--- src/rtl/wrr_arb_pkg.sv ---
// Shared types, default sizes and the round-robin pick helper for the
// weighted round-robin ready/valid arbiter.
package wrr_arb_pkg;

    localparam int ARB_DATA_W      = 16;
    localparam int ARB_NUM_REQ     = 4;
    localparam int ARB_WEIGHT_W    = 3;
    localparam int ARB_ORDER_DEPTH = 8;
    localparam int MAX_REQ         = 32;
    localparam int MAX_IDX_W       = $clog2(MAX_REQ);

    typedef logic [$clog2(ARB_NUM_REQ)-1:0] port_idx_t;
    typedef logic [ARB_WEIGHT_W-1:0]        weight_t;

    typedef enum logic {
        IDLE   = 1'b0,
        LOCKED = 1'b1
    } arb_state_t;

    // First valid port after 'last' with wrap-around; last+1 when none is valid.
    function automatic int rr_pick(input logic [MAX_REQ-1:0] valid,
                                   input int                 last,
                                   input int                 num_req);
        int                   pick;
        logic                 found;
        logic [MAX_IDX_W-1:0] idx;
        pick  = (last + 1) % num_req;
        found = 1'b0;
        for (int k = 1; k <= MAX_REQ; k++) begin
            idx = MAX_IDX_W'((last + k) % num_req);
            if (!found && (k <= num_req) && valid[idx]) begin
                pick  = int'(idx);
                found = 1'b1;
            end
        end
        return pick;
    endfunction

endpackage

--- src/rtl/wrr_order_fifo.sv ---
// Order FIFO remembering which port owns each outstanding request so that
// in-order responses can be routed back; full/empty come from the registered count.
module wrr_order_fifo #(
    parameter int WIDTH = 2,
    parameter int DEPTH = 8
) (
    input  logic                       clk,
    input  logic                       rst,
    input  logic                       push,
    input  logic [WIDTH-1:0]           push_data,
    input  logic                       pop,
    output logic [WIDTH-1:0]           pop_data,
    output logic                       full,
    output logic                       empty,
    output logic [$clog2(DEPTH+1)-1:0] count
);

    localparam int PTR_W = (DEPTH > 1) ? $clog2(DEPTH) : 1;
    localparam int CNT_W = $clog2(DEPTH + 1);

    logic [WIDTH-1:0] mem_q [DEPTH];
    logic [PTR_W-1:0] wr_ptr_q, wr_ptr_d;
    logic [PTR_W-1:0] rd_ptr_q, rd_ptr_d;
    logic [CNT_W-1:0] count_q, count_d;
    logic             do_push;
    logic             do_pop;

    assign full     = (count_q == CNT_W'(DEPTH));
    assign empty    = (count_q == '0);
    assign count    = count_q;
    assign pop_data = mem_q[rd_ptr_q];
    assign do_push  = push & ~full;
    assign do_pop   = pop & ~empty;

    always_comb begin
        wr_ptr_d = wr_ptr_q;
        rd_ptr_d = rd_ptr_q;
        count_d  = count_q;
        if (do_push) begin
            wr_ptr_d = (wr_ptr_q == PTR_W'(DEPTH - 1)) ? '0 : wr_ptr_q + 1'b1;
        end
        if (do_pop) begin
            rd_ptr_d = (rd_ptr_q == PTR_W'(DEPTH - 1)) ? '0 : rd_ptr_q + 1'b1;
        end
        case ({do_push, do_pop})
            2'b10:   count_d = count_q + 1'b1;
            2'b01:   count_d = count_q - 1'b1;
            default: count_d = count_q;
        endcase
    end

    always_ff @(posedge clk) begin
        if (rst) begin
            wr_ptr_q <= '0;
            rd_ptr_q <= '0;
            count_q  <= '0;
        end else begin
            wr_ptr_q <= wr_ptr_d;
            rd_ptr_q <= rd_ptr_d;
            count_q  <= count_d;
        end
    end

    always_ff @(posedge clk) begin
        if (do_push) begin
            mem_q[wr_ptr_q] <= push_data;
        end
    end

endmodule

--- src/rtl/wrr_rv_arbiter.sv ---
// Weighted round-robin arbiter sharing one request/response channel pair
// between NUM_REQ requesters, with burst locking and in-order response routing.
module wrr_rv_arbiter
    import wrr_arb_pkg::*;
#(
    parameter int DATA_W      = ARB_DATA_W,
    parameter int NUM_REQ     = ARB_NUM_REQ,
    parameter int WEIGHT_W    = ARB_WEIGHT_W,
    parameter int ORDER_DEPTH = ARB_ORDER_DEPTH
) (
    input  logic                             clk,
    input  logic                             rst,
    input  logic [NUM_REQ*WEIGHT_W-1:0]      weights,
    input  logic [NUM_REQ*DATA_W-1:0]        req_request_data,
    input  logic [NUM_REQ-1:0]               req_request_valid,
    output logic [NUM_REQ-1:0]               req_request_ready,
    output logic [NUM_REQ*DATA_W-1:0]        req_response_data,
    output logic [NUM_REQ-1:0]               req_response_valid,
    input  logic [NUM_REQ-1:0]               req_response_ready,
    output logic [DATA_W-1:0]                out_req_data,
    output logic                             out_req_valid,
    input  logic                             out_req_ready,
    input  logic [DATA_W-1:0]                out_rsp_data,
    input  logic                             out_rsp_valid,
    output logic                             out_rsp_ready,
    output logic [$clog2(NUM_REQ)-1:0]       grant,
    output logic [$clog2(ORDER_DEPTH+1)-1:0] outstanding,
    output logic                             err_unexpected_rsp
);

    localparam int IDX_W = $clog2(NUM_REQ);

    arb_state_t        state_q, state_d;
    logic [IDX_W-1:0]  last_q, last_d;
    logic [IDX_W-1:0]  cur_q, cur_d;
    logic [WEIGHT_W-1:0] burst_cnt_q, burst_cnt_d;
    logic              err_q, err_d;

    logic [WEIGHT_W-1:0] weight_arr [NUM_REQ];
    logic [DATA_W-1:0]   data_arr   [NUM_REQ];
    logic [WEIGHT_W-1:0] eff_weight;
    logic                fifo_full;
    logic                fifo_empty;
    logic [IDX_W-1:0]    head;
    logic                xfer;
    logic                rsp_xfer;

    always_comb begin
        for (int i = 0; i < NUM_REQ; i++) begin
            weight_arr[i] = weights[i*WEIGHT_W +: WEIGHT_W];
            data_arr[i]   = req_request_data[i*DATA_W +: DATA_W];
        end
    end

    always_comb begin
        if (state_q == LOCKED) begin
            grant = cur_q;
        end else begin
            grant = IDX_W'(rr_pick(MAX_REQ'(req_request_valid), int'(last_q), NUM_REQ));
        end
    end

    assign out_req_valid = req_request_valid[grant] & ~fifo_full;
    assign out_req_data  = data_arr[grant];
    assign xfer          = out_req_valid & out_req_ready;
    assign eff_weight    = (weight_arr[grant] == '0) ? WEIGHT_W'(1) : weight_arr[grant];

    always_comb begin
        req_request_ready        = '0;
        req_request_ready[grant] = out_req_ready & ~fifo_full;
    end

    // An owner that stops asking releases the lock instead of holding empty slots.
    always_comb begin
        state_d     = state_q;
        last_d      = last_q;
        cur_d       = cur_q;
        burst_cnt_d = burst_cnt_q;
        case (state_q)
            IDLE: begin
                if (xfer) begin
                    if (eff_weight == WEIGHT_W'(1)) begin
                        last_d = grant;
                    end else begin
                        state_d     = LOCKED;
                        cur_d       = grant;
                        burst_cnt_d = eff_weight - WEIGHT_W'(1);
                    end
                end
            end
            LOCKED: begin
                if (!req_request_valid[cur_q]) begin
                    state_d = IDLE;
                    last_d  = cur_q;
                end else if (xfer) begin
                    burst_cnt_d = burst_cnt_q - WEIGHT_W'(1);
                    if (burst_cnt_q == WEIGHT_W'(1)) begin
                        state_d = IDLE;
                        last_d  = cur_q;
                    end
                end
            end
            default: state_d = IDLE;
        endcase
    end

    wrr_order_fifo #(
        .WIDTH (IDX_W),
        .DEPTH (ORDER_DEPTH)
    ) u_order_fifo (
        .clk       (clk),
        .rst       (rst),
        .push      (xfer),
        .push_data (grant),
        .pop       (rsp_xfer),
        .pop_data  (head),
        .full      (fifo_full),
        .empty     (fifo_empty),
        .count     (outstanding)
    );

    assign req_response_data = {NUM_REQ{out_rsp_data}};
    assign out_rsp_ready     = ~fifo_empty & req_response_ready[head];
    assign rsp_xfer          = out_rsp_valid & out_rsp_ready;
    assign err_d             = err_q | (out_rsp_valid & fifo_empty);
    assign err_unexpected_rsp = err_q;

    always_comb begin
        req_response_valid       = '0;
        req_response_valid[head] = ~fifo_empty & out_rsp_valid;
    end

    always_ff @(posedge clk) begin
        if (rst) begin
            state_q     <= IDLE;
            last_q      <= IDX_W'(NUM_REQ - 1);
            cur_q       <= '0;
            burst_cnt_q <= '0;
            err_q       <= 1'b0;
        end else begin
            state_q     <= state_d;
            last_q      <= last_d;
            cur_q       <= cur_d;
            burst_cnt_q <= burst_cnt_d;
            err_q       <= err_d;
        end
    end

endmodule

--- config.mk ---
export PLATFORM = sky130hd
export DESIGN_NAME = wrr_rv_arbiter
export DESIGN_NICKNAME = d
export VERILOG_FILES = /design/src/rtl/wrr_arb_pkg.sv /design/src/rtl/wrr_order_fifo.sv /design/src/rtl/wrr_rv_arbiter.sv
export SDC_FILE = /design/constraint.sdc
export NUM_CORES = 1
export LEC_CHECK = 0
export ABC_CLOCK_PERIOD_IN_PS = 4000
export BUFFER_PORTS_ARGS = -buffer_cell sky130_fd_sc_hd__buf_4
export CAP_MARGIN = 20
export CORE_AREA = 2 2 78 110
export CTS_CLUSTER_DIAMETER = 80
export DETAILED_ROUTE_END_ITERATION = 16
export DIE_AREA = 0 0 80 112
export PLACE_DENSITY = 0.9
export SLEW_MARGIN = 20
export SYNTH_ARGS = -nofsm -noshare
export SYNTH_HDL_FRONTEND = slang
export SYNTH_HIERARCHICAL = 1
export SYNTH_SLANG_ARGS = --single-unit
--- constraint.sdc ---
create_clock -name clk -period 4 [get_ports clk]
set_input_delay 0.2 -clock clk [delete_from_list [all_inputs] [get_ports clk]]
set_output_delay 0.2 -clock clk [all_outputs]
set_load 0.005 [all_outputs]
**Yosys cells after proc, flatten, opt, wreduce, memory -nomap -nowiden**

Memories as Yosys holds them, arrays and structs flattened. A register that Yosys moved wholly into a read port is not among the register bits.
Cells that the tools add are included.

- Flip-flop bits (word level): 19
- RAM bits: 16
- Bits of input ports: 104
- Word-level logic and storage cells: 141
- Memories kept: 1

Memory list:

| memory | words | width | read ports | clocked after Yosys merged registers in | write ports | RTL line | source |
|---|---|---|---|---|---|---|---|
| u_order_fifo.mem_q | 8 | 2 | 1 | 1 | 1 | wrr_order_fifo.sv:21 | `logic [WIDTH-1:0] mem_q [DEPTH];` |

- Add/subtract/negate cells: 10
- $lt $le $gt $ge: 10
- Eq/ne operators: 14
- Multiplexer cells: 59
- Bitwise operators: 21
- Reduce and logical (&&, ||, !) cells: 18

Operators with widths:

| cell | count |
|---|---|
| 3-bit two-way mux | 11 |
| 16-bit binary-select mux with 2-bit select | 1 |
| 16-bit two-way mux | 2 |
| 5-bit by 6-bit less-than comparator with 1-bit output (second input constant) | 4 |
| 1-bit two-way mux | 22 |
| 2-bit two-way mux | 9 |
| 1-bit binary-select mux with 3-bit select | 4 |
| 1-bit bitwise AND | 9 |
| 2-bit by 3-bit less-than comparator with 1-bit output (second input constant) | 3 |
| 4-bit bitwise AND | 2 |
| 4-bit case mux with 2 select lines | 1 |
| 4-bit AND reduction | 2 |
| 2-bit OR reduction | 4 |
| 3-bit by 1-bit adder with 3-bit output (second input constant) | 2 |
| 1-bit binary-select mux with 2-bit select | 3 |
| 3-bit binary-select mux with 2-bit select | 1 |
| 3-bit by 1-bit == test with 1-bit output (second input constant) | 2 |
| 3-bit == test (second input constant) | 2 |
| 2-bit by 1-bit != test with 1-bit output (second input constant) | 3 |
| 3-bit by 2-bit != test with 1-bit output (second input constant) | 2 |
| 3-bit case mux with 2 select lines | 1 |
| 3-bit by 1-bit subtractor with 3-bit output (second input constant) | 2 |
| 1-bit logical AND | 5 |
| 2-bit by 1-bit adder with 2-bit output (second input constant) | 2 |
| other kinds (21) | 33 |

**Depth between registers and ports, before layout**

- Depth in word-level cells: 29
- Gate-level depth with buffers: 18

**Cells and area by module**

The synthesis kept the hierarchy.

Modules (own cells, without submodules):

| module | times used | cells an instance | area each (um^2) | seq. area each (um^2) |
|---|---|---|---|---|
| wrr_rv_arbiter | 1 | 333 | 2239.6 | 180.2 |
| wrr_order_fifo | 1 | 100 | 1287.5 | 740.7 |

**Least setup slack after synthesis**

OpenSTA, ideal clock, no wires.

- Path kind: register to register
- From: register u_order_fifo.count_q[1] (netlist: u_order_fifo/count[1])
- To: register u_order_fifo.count_q[3] (netlist: u_order_fifo/count[3])
- Arrival: 3.570 ns
- Required time: 3.879 ns
- Path slack: 0.309 ns
- Stages on the path, launching flop included: 16
- Period minus slack after synthesis: 3.691 ns
- Path through: dfxtp_1 > buf_2 > nor3_1 > and2_1 > and2b_1 > nand2_1 > a2111oi_2 > a41oi_4 > and2_1 > inv_1 > a21bo_2 > buf_6 > ha_1 > or3_2 > o32ai_1 > mux2_2

- Longest elaborated chain between the ends: 7
- Elaborated cells on any way between the ends: 16
- Classes of those cells: 2 x add/sub; 3 x eq/ne; 1 x mux; 8 x bitwise; 2 x reduce/logical

Ends and longest elaborated chain:

| element | RTL line | source |
|---|---|---|
| start: declaration | wrr_order_fifo.sv:24 | `logic [CNT_W-1:0] count_q, count_d;` |
| start signal: assignment | wrr_order_fifo.sv:60 | `count_q <= count_d;` |
| 4-bit == test * | wrr_order_fifo.sv:28 | `assign full = (count_q == CNT_W'(DEPTH));` |
| named net fifo_full | wrr_rv_arbiter.sv:42 | `logic fifo_full;` |
| 1-bit inverter * | wrr_rv_arbiter.sv:63 | `assign out_req_valid = req_request_valid[grant] & ~fifo_full;` |
| 1-bit bitwise AND * | wrr_rv_arbiter.sv:63 |  |
| 1-bit bitwise AND * | wrr_rv_arbiter.sv:65 | `assign xfer = out_req_valid & out_req_ready;` |
| named net xfer | wrr_rv_arbiter.sv:45 | `logic xfer;` |
| 1-bit bitwise AND * | wrr_order_fifo.sv:32 | `assign do_push = push & ~full;` |
| 2-bit by 1-bit == test with 1-bit output / 2-bit == test (equally long branches) | wrr_order_fifo.sv:45 | `case ({do_push, do_pop})` |
| 4-bit case mux with 2 select lines / 2-bit nonzero test (equally long branches) | n/a |  |

The timed path passes the listed nets; every way through them passes the cells marked *.
A chain may end at the register's enable or synchronous reset.

**Final worst setup path**

- From: register u_order_fifo.count_q[2] (netlist: u_order_fifo/count[2])
- To: register u_order_fifo.count_q[2] (netlist: u_order_fifo/count[2])

Same word-level chain as after synthesis.

==> metrics.txt <==
status finished clean; ANT nets after route 0; Slowest-stage cell, CP nor3_1; register area share after synthesis 26.1%; clk sinks 38; Crit. End Element flop; count leader, synth nand2_1; drt drc 0; sw frac 43.0%; max layer used met4; antenna violations before repair 0; TritonCTS clock tree built; Final HPWL DP 6.79 mm; Max Clk Rate 0.255 GHz; average size of a mapped cell 8.15 sq um; total CTS buffers 5; syn_nets 548; htree depth 2; clock latency on the worst-skew pair 0.28 ns; clock-pin slew on the worst setup and hold paths 0.06 ns; # port buffers 120; Combinational Power Share 66.1%; DP Worst Slack 0.0726 ns; worst-path cell chain nor3_1 -> and2_1 -> and2b_1 -> buf_4 -> a41oi_4 -> and2_1 -> inv_1 -> a21bo_2 -> ha_2 -> xor2_1 -> ha_1 -> a21oi_1 -> xor2_1 -> or3_2 -> a21oi_1; Clk network pwr share 15.1%; register area 927 sq um; gr ovfl total 0; DR iter-0 viols 202; internal power 1820 uW; Post-Syn Area 3530 sq um; Die Height 112 um; Leakage 0.00192 uW; Synth area leaders buf_4, edfxtp_1, dfxtp_1; Setup crit start kind flop; EDFF count, synth 16; vias per cell 5.60; met3 wire length 537 um; worst IR drop on VDD 0.415 mV; Async SR Flop Fraction 0%; Design Area, Final 4280 sq um; overall routed net length 9.38 mm; cells after synthesis 433; post-synthesis cell type count 70; post-DR wirelength/cell 15.9 um; area grow syn2layout 21.5%; initial core utilization 44.1%; WHS 0.166 ns; slew of the pin with the lowest slew margin 1.08 ns; predominant post-synthesis flop cell dfxtp_1; layout cell share with drive strength beyond 1 37.2%; Yosys top cell by area buf_4; Multi-input gate area 2000 sq um; number of nets in the layout 603; top cell type's share of synthesized area 14.0%; site row count 39; Sw Pwr 1380 uW; met2 WL 5.00 mm; max-cap violations 0; Final Cycle Share 98.2%; largest net degree at the start of global routing 37; worst setup margin 0.0723 ns; number of global-route vias before repair 3,118; Placer Congestion 0.913; Initial DRT Pass Iterations 5; PwrDens 747 nW/um^2; peak fanout along the critical path 11; setup TNS 0 ns; Crit path required time 4.20 ns; GRT Total Usage 19.4%; via count 3,308; CORE AREA 8000 sq um; total number of yosys warnings 6; io pins 201; Post-DP Area 4000 sq um; Slew headroom 26.8%; Met1 Wirelength 3.58 mm; sequential power share 18.8%; Setup CP Type reg -> reg; Die Span X 80 um; min Tclk post-route 3.93 ns; Max Transition Viols Final 0; Critical Path Max Stage Delay 0.45 ns; WP data arrival 4.13 ns; Clock Skews 0.00327 ns; final hold violation count 0; ANT cells 0; RSZ-0062 raised after global routing true; FILL cells 716; worst min-delay path category in -> reg; first-pass GRT wire length 14.2 mm; Synth Register Bits 38; Die ar. 8960 sq um; Final setup viols 0; clk buf depth 2; clk root buf clkbuf_16; Synth top cells by count nand2_1, buf_4, nor2_1
## critical path: cells and delay by family, from the launching register on
kind | cells | cell delay, ns
simple gates | 5 | 1.56
compound gates | 4 | 0.88
xor+xnor | 2 | 0.34
flops | 1 | 0.38
fa+ha+maj | 2 | 0.45
buf+inv | 2 | 0.24
## cell type report
type	count	area share (%)
Sequential cell	38	21.6
Clock inverter	2	0.905
Multi-Input combinational cell	300	46.7
Clock buffer	6	3.50
Inverter	10	0.964
Tap cell	102	2.98
Timing Repair Buffer	133	23.3
## routing by layer
metal | track usage (%) | vias up
met2 | 35.2 | 122
met3 | 2.35 | 24
met4 | 8.81 | 0
li1 | - | 1575
met1 | 22.2 | 1587
met5 | 0 | -
## per-stage QoR
step                util [%]  power (uW)  cells
global placement        50.0        2520    575
detailed placement      50.0        2600    575
floorplan                  -        1950    433
CTS                     52.4        3100    583
global route            53.5        3420    591
finish                  53.5        3200    591
## power groups by stage
| stage | Clock [uW] | Sequential, uW | Combinational (uW) |
|---|---|---|---|
| floorplan | 0 | 561 | 1390 |
| global placement | 0 | 590 | 1930 |
| detailed placement | 0 | 599 | 2000 |
| CTS | 489 | 593 | 2020 |
| global route | 505 | 614 | 2310 |
| finish | 483 | 603 | 2110 |
## cells in the final DEF (no fill, tap or decap), drive strengths merged, types with 2 or more instances in the layout
cell,instances
a2111oi,2
a211oi,4
a21o,2
a21oi,16
a221oi,3
a31oi,17
a41oi,2
and2,7
and2b,2
and3,21
and3b,2
buf,133
clkbuf,6
dfxtp,22
edfxtp,16
ha,11
inv,9
mux2,3
mux2i,10
mux4,5
nand2,77
nand2b,7
nand3,14
nand3b,2
nor2,29
nor2b,8
nor3,9
nor3b,4
nor4,5
o2111ai,2
o211a,2
o21a,2
o21ai,6
o22ai,2
or2,3
or3,3
or3b,2
xor2,4
## final timing paths
| path | from | endpoint | slack [ns] | cells after the start |
|---|---|---|---|---|
| worst min-delay path | out_rsp_valid | err_unexpected_rsp | 0.17 | 3 |
| worst min register to register | err_unexpected_rsp | err_unexpected_rsp | 0.47 | 2 |
| worst max register to register | u_order_fifo/count[2] | u_order_fifo/count[2] | 0.07 | 15 |
| worst max-delay path | u_order_fifo/count[2] | u_order_fifo/count[2] | 0.07 | 15 |
## state kept, by name, indices dropped and copies added (netlist names), named ones only
name,flops
state_q,1
u_order_fifo/mem_q,16
u_order_fifo/count,4
u_order_fifo/rd_ptr_q,3
cur_q,2
last_q,2
burst_cnt_q,3
u_order_fifo/wr_ptr_q,3
err_unexpected_rsp,1
## logic make-up (layout without fill, tap and decap cells)
logic type	after synthesis	in the layout	synth area share (%)
AND/OR/NAND/NOR	194	195	27.6
buffers and inverters	96	151	18.1
AO/OA/AOI/OAI	72	72	16.3
flip-flops	38	38	26.1
multiplexers	18	18	6.99
adder cells (fa/ha/maj)	11	11	3.90
XOR/XNOR	4	4	0.993
## timing repair
item | 4_1_cts | 5_1_grt
hold endpoints to repair | 0 | 0
buffers inserted | 0 | 7
endpoints found under the setup margin | 0 | 2
hold buffers | 0 | 0
gates resized for setup | 0 | 11
Note: power is estimated with default switching activity, not from simulation.
